## src/rtl/regfile_wb_arbiter_pkg.sv

```systemverilog
`default_nettype none
// ============================================================================
// Module      : regfile_wb_arbiter_pkg
// Description : Shared register-file widths, enables and arbiter defaults.
// Revision    : 1.0 - initial release
// ============================================================================
package regfile_wb_arbiter_pkg;

    localparam int unsigned c_reg_bus_w    = 32;   // RegBus width
    localparam int unsigned c_reg_num_log2 = 5;    // RegAddrBus width
    localparam int unsigned c_starve_max   = 3;    // StarveMax default

    localparam logic c_write_enable  = 1'b1;
    localparam logic c_write_disable = 1'b0;
    localparam logic c_rst_enable    = 1'b1;

    localparam logic [c_reg_bus_w-1:0] c_zero_word = '0;

    typedef logic [c_reg_bus_w-1:0]    reg_bus_t;
    typedef logic [c_reg_num_log2-1:0] reg_addr_bus_t;

    typedef enum logic [1:0] {
        GNT_NONE = 2'd0,
        GNT_S0   = 2'd1,
        GNT_S1   = 2'd2
    } grant_e;

    function automatic int unsigned cnt_width(input int unsigned max_val);
        return (max_val < 1) ? 1 : $clog2(max_val + 1);
    endfunction

endpackage
`default_nettype wire

```

## src/rtl/regfile_wb_arbiter_if.sv

```systemverilog
`default_nettype none
// ============================================================================
// Module      : regfile_wb_arbiter_if
// Description : Writeback sources, register-file write port and read-hazard
//               signals seen by the writeback arbiter.
// Revision    : 1.0 - initial release
// ============================================================================
interface regfile_wb_arbiter_if #(
    parameter int DATA_W = 32,
    parameter int ADDR_W = 5
);
    logic              s0_valid;
    logic [ADDR_W-1:0] s0_waddr;
    logic [DATA_W-1:0] s0_wdata;
    logic              s0_ready;

    logic              s1_valid;
    logic [ADDR_W-1:0] s1_waddr;
    logic [DATA_W-1:0] s1_wdata;
    logic              s1_ready;

    logic              rf_we;
    logic [ADDR_W-1:0] rf_waddr;
    logic [DATA_W-1:0] rf_wdata;

    logic              re1;
    logic [ADDR_W-1:0] raddr1;
    logic              re2;
    logic [ADDR_W-1:0] raddr2;
    logic              stall1;
    logic              stall2;

    modport slave (
        input  s0_valid, s0_waddr, s0_wdata,
        output s0_ready,
        input  s1_valid, s1_waddr, s1_wdata,
        output s1_ready,
        output rf_we, rf_waddr, rf_wdata,
        input  re1, raddr1, re2, raddr2,
        output stall1, stall2
    );

    modport master (
        output s0_valid, s0_waddr, s0_wdata,
        input  s0_ready,
        output s1_valid, s1_waddr, s1_wdata,
        input  s1_ready,
        input  rf_we, rf_waddr, rf_wdata,
        output re1, raddr1, re2, raddr2,
        input  stall1, stall2
    );

endinterface
`default_nettype wire

```

## src/rtl/regfile_wb_arbiter_hazard_cmp.sv

```systemverilog
`default_nettype none
// ============================================================================
// Module      : wb_hazard_cmp
// Description : Per-read-port comparator flagging a read of a register that
//               still has a pending writeback at either source.
// Revision    : 1.0 - initial release
// ============================================================================
module wb_hazard_cmp #(
    parameter int ADDR_W = 5
) (
    input  wire logic              re,
    input  wire logic [ADDR_W-1:0] raddr,
    input  wire logic              s0_valid,
    input  wire logic [ADDR_W-1:0] s0_waddr,
    input  wire logic              s1_valid,
    input  wire logic [ADDR_W-1:0] s1_waddr,
    output logic                   stall
);

    logic w_s0_match;
    logic w_s1_match;

    always_comb begin
        w_s0_match = s0_valid && (s0_waddr == raddr);
        w_s1_match = s1_valid && (s1_waddr == raddr);
        // x0 is hardwired, so reading it can never be a hazard
        stall      = re && (raddr != '0) && (w_s0_match || w_s1_match);
    end

endmodule
`default_nettype wire

```

## src/rtl/regfile_wb_arbiter.sv

```systemverilog
`default_nettype none
// ============================================================================
// Module      : regfile_wb_arbiter
// Description : Arbitrates the single register-file write port between the
//               ALU (source 0) and load unit (source 1) with a starvation
//               guard, registers the write, and raises read-hazard stalls.
// Revision    : 1.0 - initial release
// ============================================================================
module regfile_wb_arbiter
    import regfile_wb_arbiter_pkg::*;
#(
    parameter int DATA_W     = c_reg_bus_w,
    parameter int ADDR_W     = c_reg_num_log2,
    parameter int STARVE_MAX = c_starve_max
) (
    input  wire logic             clk,
    input  wire logic             rst,
    regfile_wb_arbiter_if.slave   bus
);

    localparam int unsigned        c_cnt_w   = cnt_width(STARVE_MAX);
    localparam logic [c_cnt_w-1:0] c_cnt_max = c_cnt_w'(STARVE_MAX);

    logic [c_cnt_w-1:0] starve_cnt_q;
    logic [c_cnt_w-1:0] starve_cnt_d;
    logic               rf_we_q;
    logic               rf_we_d;
    logic [ADDR_W-1:0]  rf_waddr_q;
    logic [ADDR_W-1:0]  rf_waddr_d;
    logic [DATA_W-1:0]  rf_wdata_q;
    logic [DATA_W-1:0]  rf_wdata_d;

    logic               w_rst_act;
    logic               w_starve_hit;
    logic               w_grant0;
    logic               w_grant1;
    grant_e             w_grant;
    logic [ADDR_W-1:0]  w_gnt_waddr;
    logic [DATA_W-1:0]  w_gnt_wdata;
    logic               w_hit1;
    logic               w_hit2;

    // Grants are gated by reset so nothing transfers while rst is high
    always_comb begin
        w_rst_act    = (rst == c_rst_enable);
        w_starve_hit = (starve_cnt_q == c_cnt_max);
        w_grant0     = !w_rst_act && bus.s0_valid && !(bus.s1_valid && w_starve_hit);
        w_grant1     = !w_rst_act && bus.s1_valid && !w_grant0;
        w_grant      = GNT_NONE;
        if (w_grant1) begin
            w_grant = GNT_S1;
        end else if (w_grant0) begin
            w_grant = GNT_S0;
        end
    end

    always_comb begin
        w_gnt_waddr = bus.s0_waddr;
        w_gnt_wdata = bus.s0_wdata;
        case (w_grant)
            GNT_S1: begin
                w_gnt_waddr = bus.s1_waddr;
                w_gnt_wdata = bus.s1_wdata;
            end
            default: begin
                w_gnt_waddr = bus.s0_waddr;
                w_gnt_wdata = bus.s0_wdata;
            end
        endcase
    end

    always_comb begin
        starve_cnt_d = starve_cnt_q;
        rf_we_d      = c_write_disable;
        rf_waddr_d   = rf_waddr_q;
        rf_wdata_d   = rf_wdata_q;
        if (w_rst_act) begin
            starve_cnt_d = '0;
            rf_waddr_d   = '0;
            rf_wdata_d   = DATA_W'(c_zero_word);
        end else begin
            if (bus.s1_valid && !w_grant1) begin
                if (starve_cnt_q != c_cnt_max) begin
                    starve_cnt_d = starve_cnt_q + 1'b1;
                end
            end else begin
                starve_cnt_d = '0;
            end
            if (w_grant != GNT_NONE) begin
                // x0 writes are accepted upstream but never reach the file
                rf_we_d    = (w_gnt_waddr != '0) ? c_write_enable : c_write_disable;
                rf_waddr_d = w_gnt_waddr;
                rf_wdata_d = w_gnt_wdata;
            end
        end
    end

    always_ff @(posedge clk) begin
        starve_cnt_q <= starve_cnt_d;
        rf_we_q      <= rf_we_d;
        rf_waddr_q   <= rf_waddr_d;
        rf_wdata_q   <= rf_wdata_d;
    end

    wb_hazard_cmp #(
        .ADDR_W   (ADDR_W)
    ) u_hazard_cmp1 (
        .re       (bus.re1),
        .raddr    (bus.raddr1),
        .s0_valid (bus.s0_valid),
        .s0_waddr (bus.s0_waddr),
        .s1_valid (bus.s1_valid),
        .s1_waddr (bus.s1_waddr),
        .stall    (w_hit1)
    );

    wb_hazard_cmp #(
        .ADDR_W   (ADDR_W)
    ) u_hazard_cmp2 (
        .re       (bus.re2),
        .raddr    (bus.raddr2),
        .s0_valid (bus.s0_valid),
        .s0_waddr (bus.s0_waddr),
        .s1_valid (bus.s1_valid),
        .s1_waddr (bus.s1_waddr),
        .stall    (w_hit2)
    );

    assign bus.s0_ready = w_grant0;
    assign bus.s1_ready = w_grant1;
    assign bus.rf_we    = rf_we_q;
    assign bus.rf_waddr = rf_waddr_q;
    assign bus.rf_wdata = rf_wdata_q;
    assign bus.stall1   = !w_rst_act && w_hit1;
    assign bus.stall2   = !w_rst_act && w_hit2;

endmodule
`default_nettype wire

```

## src/flat_wrapper.sv

```systemverilog
// flat-port wrapper written by rule: the top's interface ports become plain ports
module regfile_wb_arbiter_flat import regfile_wb_arbiter_pkg::*;
#(
    parameter int DATA_W     = c_reg_bus_w,
    parameter int ADDR_W     = c_reg_num_log2,
    parameter int STARVE_MAX = c_starve_max
)
  (clk, rst, bus_s0_valid, bus_s0_waddr, bus_s0_wdata, bus_s0_ready, bus_s1_valid, bus_s1_waddr, bus_s1_wdata, bus_s1_ready, bus_rf_we, bus_rf_waddr, bus_rf_wdata, bus_re1, bus_raddr1, bus_re2, bus_raddr2, bus_stall1, bus_stall2);
  regfile_wb_arbiter_if #(.DATA_W(DATA_W), .ADDR_W(ADDR_W)) bus_i ();
  input  wire logic clk;
  input  wire logic rst;
  input wire logic [$bits(bus_i.s0_valid)-1:0] bus_s0_valid;
  input wire logic [$bits(bus_i.s0_waddr)-1:0] bus_s0_waddr;
  input wire logic [$bits(bus_i.s0_wdata)-1:0] bus_s0_wdata;
  output wire logic [$bits(bus_i.s0_ready)-1:0] bus_s0_ready;
  input wire logic [$bits(bus_i.s1_valid)-1:0] bus_s1_valid;
  input wire logic [$bits(bus_i.s1_waddr)-1:0] bus_s1_waddr;
  input wire logic [$bits(bus_i.s1_wdata)-1:0] bus_s1_wdata;
  output wire logic [$bits(bus_i.s1_ready)-1:0] bus_s1_ready;
  output wire logic [$bits(bus_i.rf_we)-1:0] bus_rf_we;
  output wire logic [$bits(bus_i.rf_waddr)-1:0] bus_rf_waddr;
  output wire logic [$bits(bus_i.rf_wdata)-1:0] bus_rf_wdata;
  input wire logic [$bits(bus_i.re1)-1:0] bus_re1;
  input wire logic [$bits(bus_i.raddr1)-1:0] bus_raddr1;
  input wire logic [$bits(bus_i.re2)-1:0] bus_re2;
  input wire logic [$bits(bus_i.raddr2)-1:0] bus_raddr2;
  output wire logic [$bits(bus_i.stall1)-1:0] bus_stall1;
  output wire logic [$bits(bus_i.stall2)-1:0] bus_stall2;
  assign bus_i.s0_valid = bus_s0_valid;
  assign bus_i.s0_waddr = bus_s0_waddr;
  assign bus_i.s0_wdata = bus_s0_wdata;
  assign bus_s0_ready = bus_i.s0_ready;
  assign bus_i.s1_valid = bus_s1_valid;
  assign bus_i.s1_waddr = bus_s1_waddr;
  assign bus_i.s1_wdata = bus_s1_wdata;
  assign bus_s1_ready = bus_i.s1_ready;
  assign bus_rf_we = bus_i.rf_we;
  assign bus_rf_waddr = bus_i.rf_waddr;
  assign bus_rf_wdata = bus_i.rf_wdata;
  assign bus_i.re1 = bus_re1;
  assign bus_i.raddr1 = bus_raddr1;
  assign bus_i.re2 = bus_re2;
  assign bus_i.raddr2 = bus_raddr2;
  assign bus_stall1 = bus_i.stall1;
  assign bus_stall2 = bus_i.stall2;
  regfile_wb_arbiter #(.DATA_W(DATA_W), .ADDR_W(ADDR_W), .STARVE_MAX(STARVE_MAX)) u_core (.clk(clk), .rst(rst), .bus(bus_i));
endmodule
```

## config.mk

```make
export PLATFORM = sky130hd
export DESIGN_NAME = regfile_wb_arbiter_flat
export DESIGN_NICKNAME = d
export VERILOG_FILES = /design/src/rtl/regfile_wb_arbiter_pkg.sv /design/src/rtl/regfile_wb_arbiter_if.sv /design/src/rtl/regfile_wb_arbiter_hazard_cmp.sv /design/src/rtl/regfile_wb_arbiter.sv /design/src/flat_wrapper.sv
export SDC_FILE = /design/constraint.sdc
export NUM_CORES = 1
export LEC_CHECK = 0
export CORE_MARGIN = 2
export CORE_UTILIZATION = 39
export DETAILED_ROUTE_END_ITERATION = 8
export PLACE_DENSITY = 0.94
export SYNTH_ARGS = -nofsm -noshare
export SYNTH_HDL_FRONTEND = slang
export SYNTH_SLANG_ARGS = --single-unit
```

## constraint.sdc

```tcl
create_clock -name clk -period 4.15 [get_ports clk]
set_input_delay 1.0375 -clock clk [delete_from_list [all_inputs] [get_ports clk]]
set_output_delay 1.0375 -clock clk [all_outputs]
set_load 0.01 [all_outputs]
```

==> flow_summary.toml, run 1 <==
[route]
detail_route.wl_per_cell_um = 14.93
routed_wl_um = 6212
antenna_left = 0
dr.pass1.iters = 4
viasPerCell = 5.022
first_iter_violations = 99
drc = 0
vias = 2089

[setup_path]
reg2reg_slack_ns = 2.07
end_kind = "output port"
cp-start-kind = "primary input"
critPathKind = "in -> out"
rr_endpoint = "u_core.bus.rf_waddr[2]$_SDFFE_PP0P_"
startpoint = "bus_s0_waddr[2]"
worstPathRequired_ns = 3.11
critPathMaxFanout = 4
cp.arrival_ns = 2.87
rr_worst_depth = 6
r2r_start = "u_core.starve_cnt_q[0]$_SDFFE_PP0P_"

[clock_network]
cts_resized = 0
clk_pin_slew_ns = 0.07
cts.sinks = 40
htreeDepth = 2
root_buffer = "clkbuf_8"
cts_hold_buf = 0
cts_tree = "done"
postCtsSetupBuffers = 0
cts_max_path_buffers = 2
cts_inserted_buffers = 5
clk_latency_ns = 0.28

[die]
die_w_um = 76.87
core_area_um2 = 5107
io_pins = 132
num_rows = 26
start_util_pct = 40.54
die-area_um2 = 5908
die_h_um = 76.87

[hold_path]
hold_path.class = "reg -> reg"
hold_end = "u_core.starve_cnt_q[0]$_SDFFE_PP0P_"
min-delay-start = "u_core.starve_cnt_q[0]$_SDFFE_PP0P_"
worst_hold_path.num_cells = 1

[synthesis]
ys_ff_latch = 40
synth-compound-area-share_pct = 11.42
synthAdderAreaFrac_pct = 0.6042
seq_area_frac_synth_pct = 38.67
synth_cell_type_count = 23
syn_inst = 219
synth_edf_count = 0
syn_area_per_cell_um2 = 9.455
yosys_warnings = 0
ys_async_sr_fraction_pct = 0
synthTopCellsByArea = "dfxtp_1, mux2i_1, nand3b_1"
synth-simple-area-share_pct = 19.34
syn-num-nets = 310
synth_top_family_by_area = "simple AND/OR/NAND/NOR gates"
synthFlopType = "dfxtp_1"
synthXorXnorAreaFrac_pct = 8.459
syn_area_um2 = 2071
synth_top_cell_by_area = "dfxtp_1"
netlist.area_leader.share_pct = 38.67
synthMuxAreaShare_pct = 17.89

[pwr]
p_switching_w = 0.0002418
combPwrFrac_pct = 25.3
clkPwrFrac_pct = 33.3
peakVddDrop_mv = 0.1966
p_int_w = 0.0007852
sw_frac_of_total_pct = 23.54
power_frac_seq_pct = 41.4
power.leakage_nw = 1.246
p_per_area_nw_per_um2 = 288.8

[placed_design]
globalplace.congestion = 0.9099
dp_hpwl_um = 4757
portBuffers = 131

[layout]
drive_gt1_share_pct = 4.335
nFillCells = 403
final_common_cell = "clkdlybuf4s50_1"
syn_to_final_growth_pct = 71.72
antenna_cells = 0
nNetsFinal = 436
layout_common_cells = "clkdlybuf4s50_1, dfxtp_1, mux2i_1, o21ai_0, nand3b_1"

[global_routing]
grt_pass1_wl_um = 10470
met2_usage_pct = 37.37
grt_max_degree = 40
grt_pass1_vias = 2159
grt.met3_usage_pct = 6.000
grt-busiest-layer = "met2"
antenna_found_initial = 0
grt_overflow = 0
gr-usage-met1_pct = 26.44
grt_usage_pct = 21.55

[timing]
fmax_mhz = 256.0
fin_crit_sh_pct = 94.13
maxSlewHeadroom_pct = 48.32
final.setup_skew_ns = 0.004525
final.setup.tns_ns = 0
whs_ns = 0.4250
finalSetupViolCount = 0
rsz0062_at_grt = "false"
drv_slew = 0
min_period_ns = 3.906
hold_viol = 0
tightest_slew_ns = 0.7723

[flow_run]
maxCapViolCount = 0

[status]
outcome = "finished clean"
-- kinds of logic after synthesis --
family / Yosys count
compound gates: 43
xor+xnor: 20
mux: 37
flops: 40
buf+inv: 16
simple gates: 62
fa+ha+maj: 1
-- critical path, cell delays in order --
cell	delay, ns
clkdlybuf4s50_1	0.49
xor2_1	0.19
nor4_1	0.27
nand3_1	0.11
a21oi_1	0.20
clkdlybuf4s50_1	0.56
-- synth_stat cells (4+ instances only) --
cell      count
dfxtp_1      40
mux2i_1      37
o21ai_0      32
nand3b_1     30
xor2_1       16
nor2_1       13
clkbuf_1      9
a211oi_1      7
nor4_1        5
buf_4         4
nand3_1       4
xnor2_1       4
-- through the flow --
stage,instance area (µm²),utilization [%],setup WS [ns],total power [W],cells
after floorplan,2071,-,1.349,0.0005256,219
after global placement,3430,67.15,0.2304,0.0006907,408
after detailed placement,3430,67.15,0.2519,0.0006955,408
after CTS,3556,69.62,0.2516,0.001038,416
after global routing,3556,69.62,0.08646,0.001075,416
final,3556,69.62,0.2437,0.001027,416
-- power groups by stage --
| stage | Combinational [W] | Clock [W] | Sequential, W |
|---|---|---|---|
| 3_3_place_gp | 0.000258 | 0 | 0.000433 |
| 5_1_grt | 0.000280 | 0.000365 | 0.000429 |
| 6_report | 0.000260 | 0.000341 | 0.000425 |
| 4_1_cts | 0.000262 | 0.000350 | 0.000426 |
| 3_5_place_dp | 0.000261 | 0 | 0.000434 |
| 2_1_floorplan | 0.0000787 | 0 | 0.000447 |
-- state kept, by name, indices dropped and copies added (netlist names) --
name and flops:
u_core.starve_cnt_q 2, u_core.bus.rf_wdata 32, u_core.bus.rf_we 1, u_core.bus.rf_waddr 5
-- worst max-delay path by stage --
stage / end / slack, ns / depth (start not counted)
after CTS: bus_stall1 / 0.25 / 6
after floorplan: bus_stall1 / 1.35 / 4
after detailed placement: bus_stall1 / 0.25 / 6
final: bus_stall1 / 0.24 / 6
after global routing: bus_stall2 / 0.09 / 6
after global placement: bus_stall2 / 0.23 / 6
-- metal layers --
metal | vias up | part of all wire [%]
li1 | 1040 | -
met4 | 0 | 0.95
met5 | - | 0
met2 | 78 | 50
met3 | 6 | 6.6
met1 | 965 | 42
-- final cells by class --
class / count / area, µm² / area share, %
Clock buffer: 7 / 96.34 / 2.709
Clock inverter: 1 / 30.03 / 0.8445
Inverter: 1 / 3.754 / 0.1056
Multi-Input combinational cell: 163 / 1204 / 33.85
Sequential cell: 40 / 800.8 / 22.52
Tap cell: 70 / 87.58 / 2.463
Timing Repair Buffer: 134 / 1334 / 37.51
Note: power is estimated with default switching activity, not from simulation.
==> run 2: changes to the inputs <==
- CORE_UTILIZATION: 39 -> 65
- DONT_BUFFER_PORTS: default -> 1
- PLACE_DENSITY: 0.94 -> 0.9
==> flow_summary.toml, run 2 (synthesized netlist as in run 1, its figures left out) <==
[timing]
finalSetupViolCount = 0
min_period_ns = 2.911
final.setup_skew_ns = 0.006710
rsz0062_at_grt = "false"
final.setup.tns_ns = 0
drv_slew = 0
hold_viol = 0
tightest_slew_ns = 0.7726
fmax_mhz = 343.5
fin_crit_sh_pct = 70.15
maxSlewHeadroom_pct = 48.30

[die]
num_rows = 20
die_w_um = 60.44
core_area_um2 = 3053
die_h_um = 60.44
io_pins = 132
start_util_pct = 67.83
die-area_um2 = 3653

[route]
drc = 0
dr.pass1.iters = 4
antenna_left = 0
viasPerCell = 6.139
first_iter_violations = 70
routed_wl_um = 4569
vias = 1590
detail_route.wl_per_cell_um = 17.64

[placed_design]
globalplace.congestion = 0.8963
dp_hpwl_um = 3361
portBuffers = 0

[clock_network]
root_buffer = "clkbuf_4"
postCtsSetupBuffers = 0
htreeDepth = 2
cts_tree = "done"
cts_inserted_buffers = 5
cts_hold_buf = 0
cts.sinks = 40
clk_pin_slew_ns = 0.11
cts_max_path_buffers = 2
cts_resized = 0
clk_latency_ns = 0.33

[global_routing]
grt_max_degree = 44
grt_overflow = 0
grt_pass1_wl_um = 6727
grt_usage_pct = 24.73
antenna_found_initial = 0
grt_pass1_vias = 1495

[flow_run]
maxCapViolCount = 0

[pwr]
power.leakage_nw = 0.7121
power.total_w = 0.0007208
peakVddDrop_mv = 0.2390
p_per_area_nw_per_um2 = 336.9

[setup_path]
cpMaxStageDelayCell = "nor4_1"
crit_buf_inv = 0
cp_cell_sequence = "xor2_1 -> nor4_1 -> nand3_1 -> a21oi_1"
slowest_delay_ns = 0.29
end_kind = "output port"
critPathMaxFanout = 4
worstPathRequired_ns = 3.11
cp-start-kind = "primary input"
crit_family = "simple AND/OR/NAND/NOR gates"
r2r_start = "u_core.starve_cnt_q[0]$_SDFFE_PP0P_"
startpoint = "bus_s0_waddr[2]"
critPathKind = "in -> out"
cp.arrival_ns = 1.87

[layout]
final_common_cell = "dfxtp_1"
syn_to_final_growth_pct = 3.323
nNetsFinal = 305
largest_reg_flops = 32
antenna_cells = 0
drive_gt1_share_pct = 6.047
layout_common_cells = "dfxtp_1, mux2i_1, o21ai_0, nand3b_1, xor2_1"

[hold_path]
min-delay-start = "u_core.starve_cnt_q[0]$_SDFFE_PP0P_"
hold_path.class = "reg -> reg"

[status]
outcome = "finished clean"
run 2: cell count changes in the layout (fill, tap and decap cells not counted), sizes merged:
cell / before / now
clkinv: 0 / 1
bufinv: 1 / 0
clkdlybuf4s50: 131 / 0
run 2: layout make-up:
cell class	count	area [µm²]
multi-input combinational	163	1204
fill	254	913.4
sequential	40	800.8
tap	44	55.05
clock buffer	7	45.04
timing repair buffer	3	22.52
clock inverter	1	8.758
inverter	1	3.754
run 2: metal layers:
layer	share of wire (%)	global-route usage, %
met5	0	0
met4	0.77	8.075
met3	9.2	8.316
met2	49	41.46
met1	41	30.07
run 2: path summary, 6_finish.rpt:
kind | end | slack [ns] | depth (start not counted)
max | bus_stall1 | 1.24 | 4
min | u_core.starve_cnt_q[0]$_SDFFE_PP0P_ | 0.43 | 1
max reg2reg | u_core.bus.rf_waddr[3]$_SDFFE_PP0P_ | 2.35 | 6
min reg2reg | u_core.starve_cnt_q[0]$_SDFFE_PP0P_ | 0.43 | 1
run 2: metrics by stage:
| step | utilization (%) | hold WS, ns | setup slack, ns | cell area, µm² | instances |
|---|---|---|---|---|---|
| 2_1_floorplan | - | 0.3963 | 1.349 | 2071 | 219 |
| 3_3_place_gp | 68.32 | 0.4097 | 1.246 | 2086 | 251 |
| 3_5_place_dp | 68.32 | 0.4156 | 1.253 | 2086 | 251 |
| 4_1_cts | 70.08 | 0.4320 | 1.241 | 2140 | 259 |
| 5_1_grt | 70.08 | 0.4511 | 1.166 | 2140 | 259 |
| 6_report | 70.08 | 0.4306 | 1.239 | 2140 | 259 |
run 2: power breakdown:
part	leakage (nW)	switching [W]	internal, W
Clock	0.0295	0.000122	0.0000682
Sequential	0.332	0.0000317	0.000412
Combinational	0.351	0.0000419	0.0000444
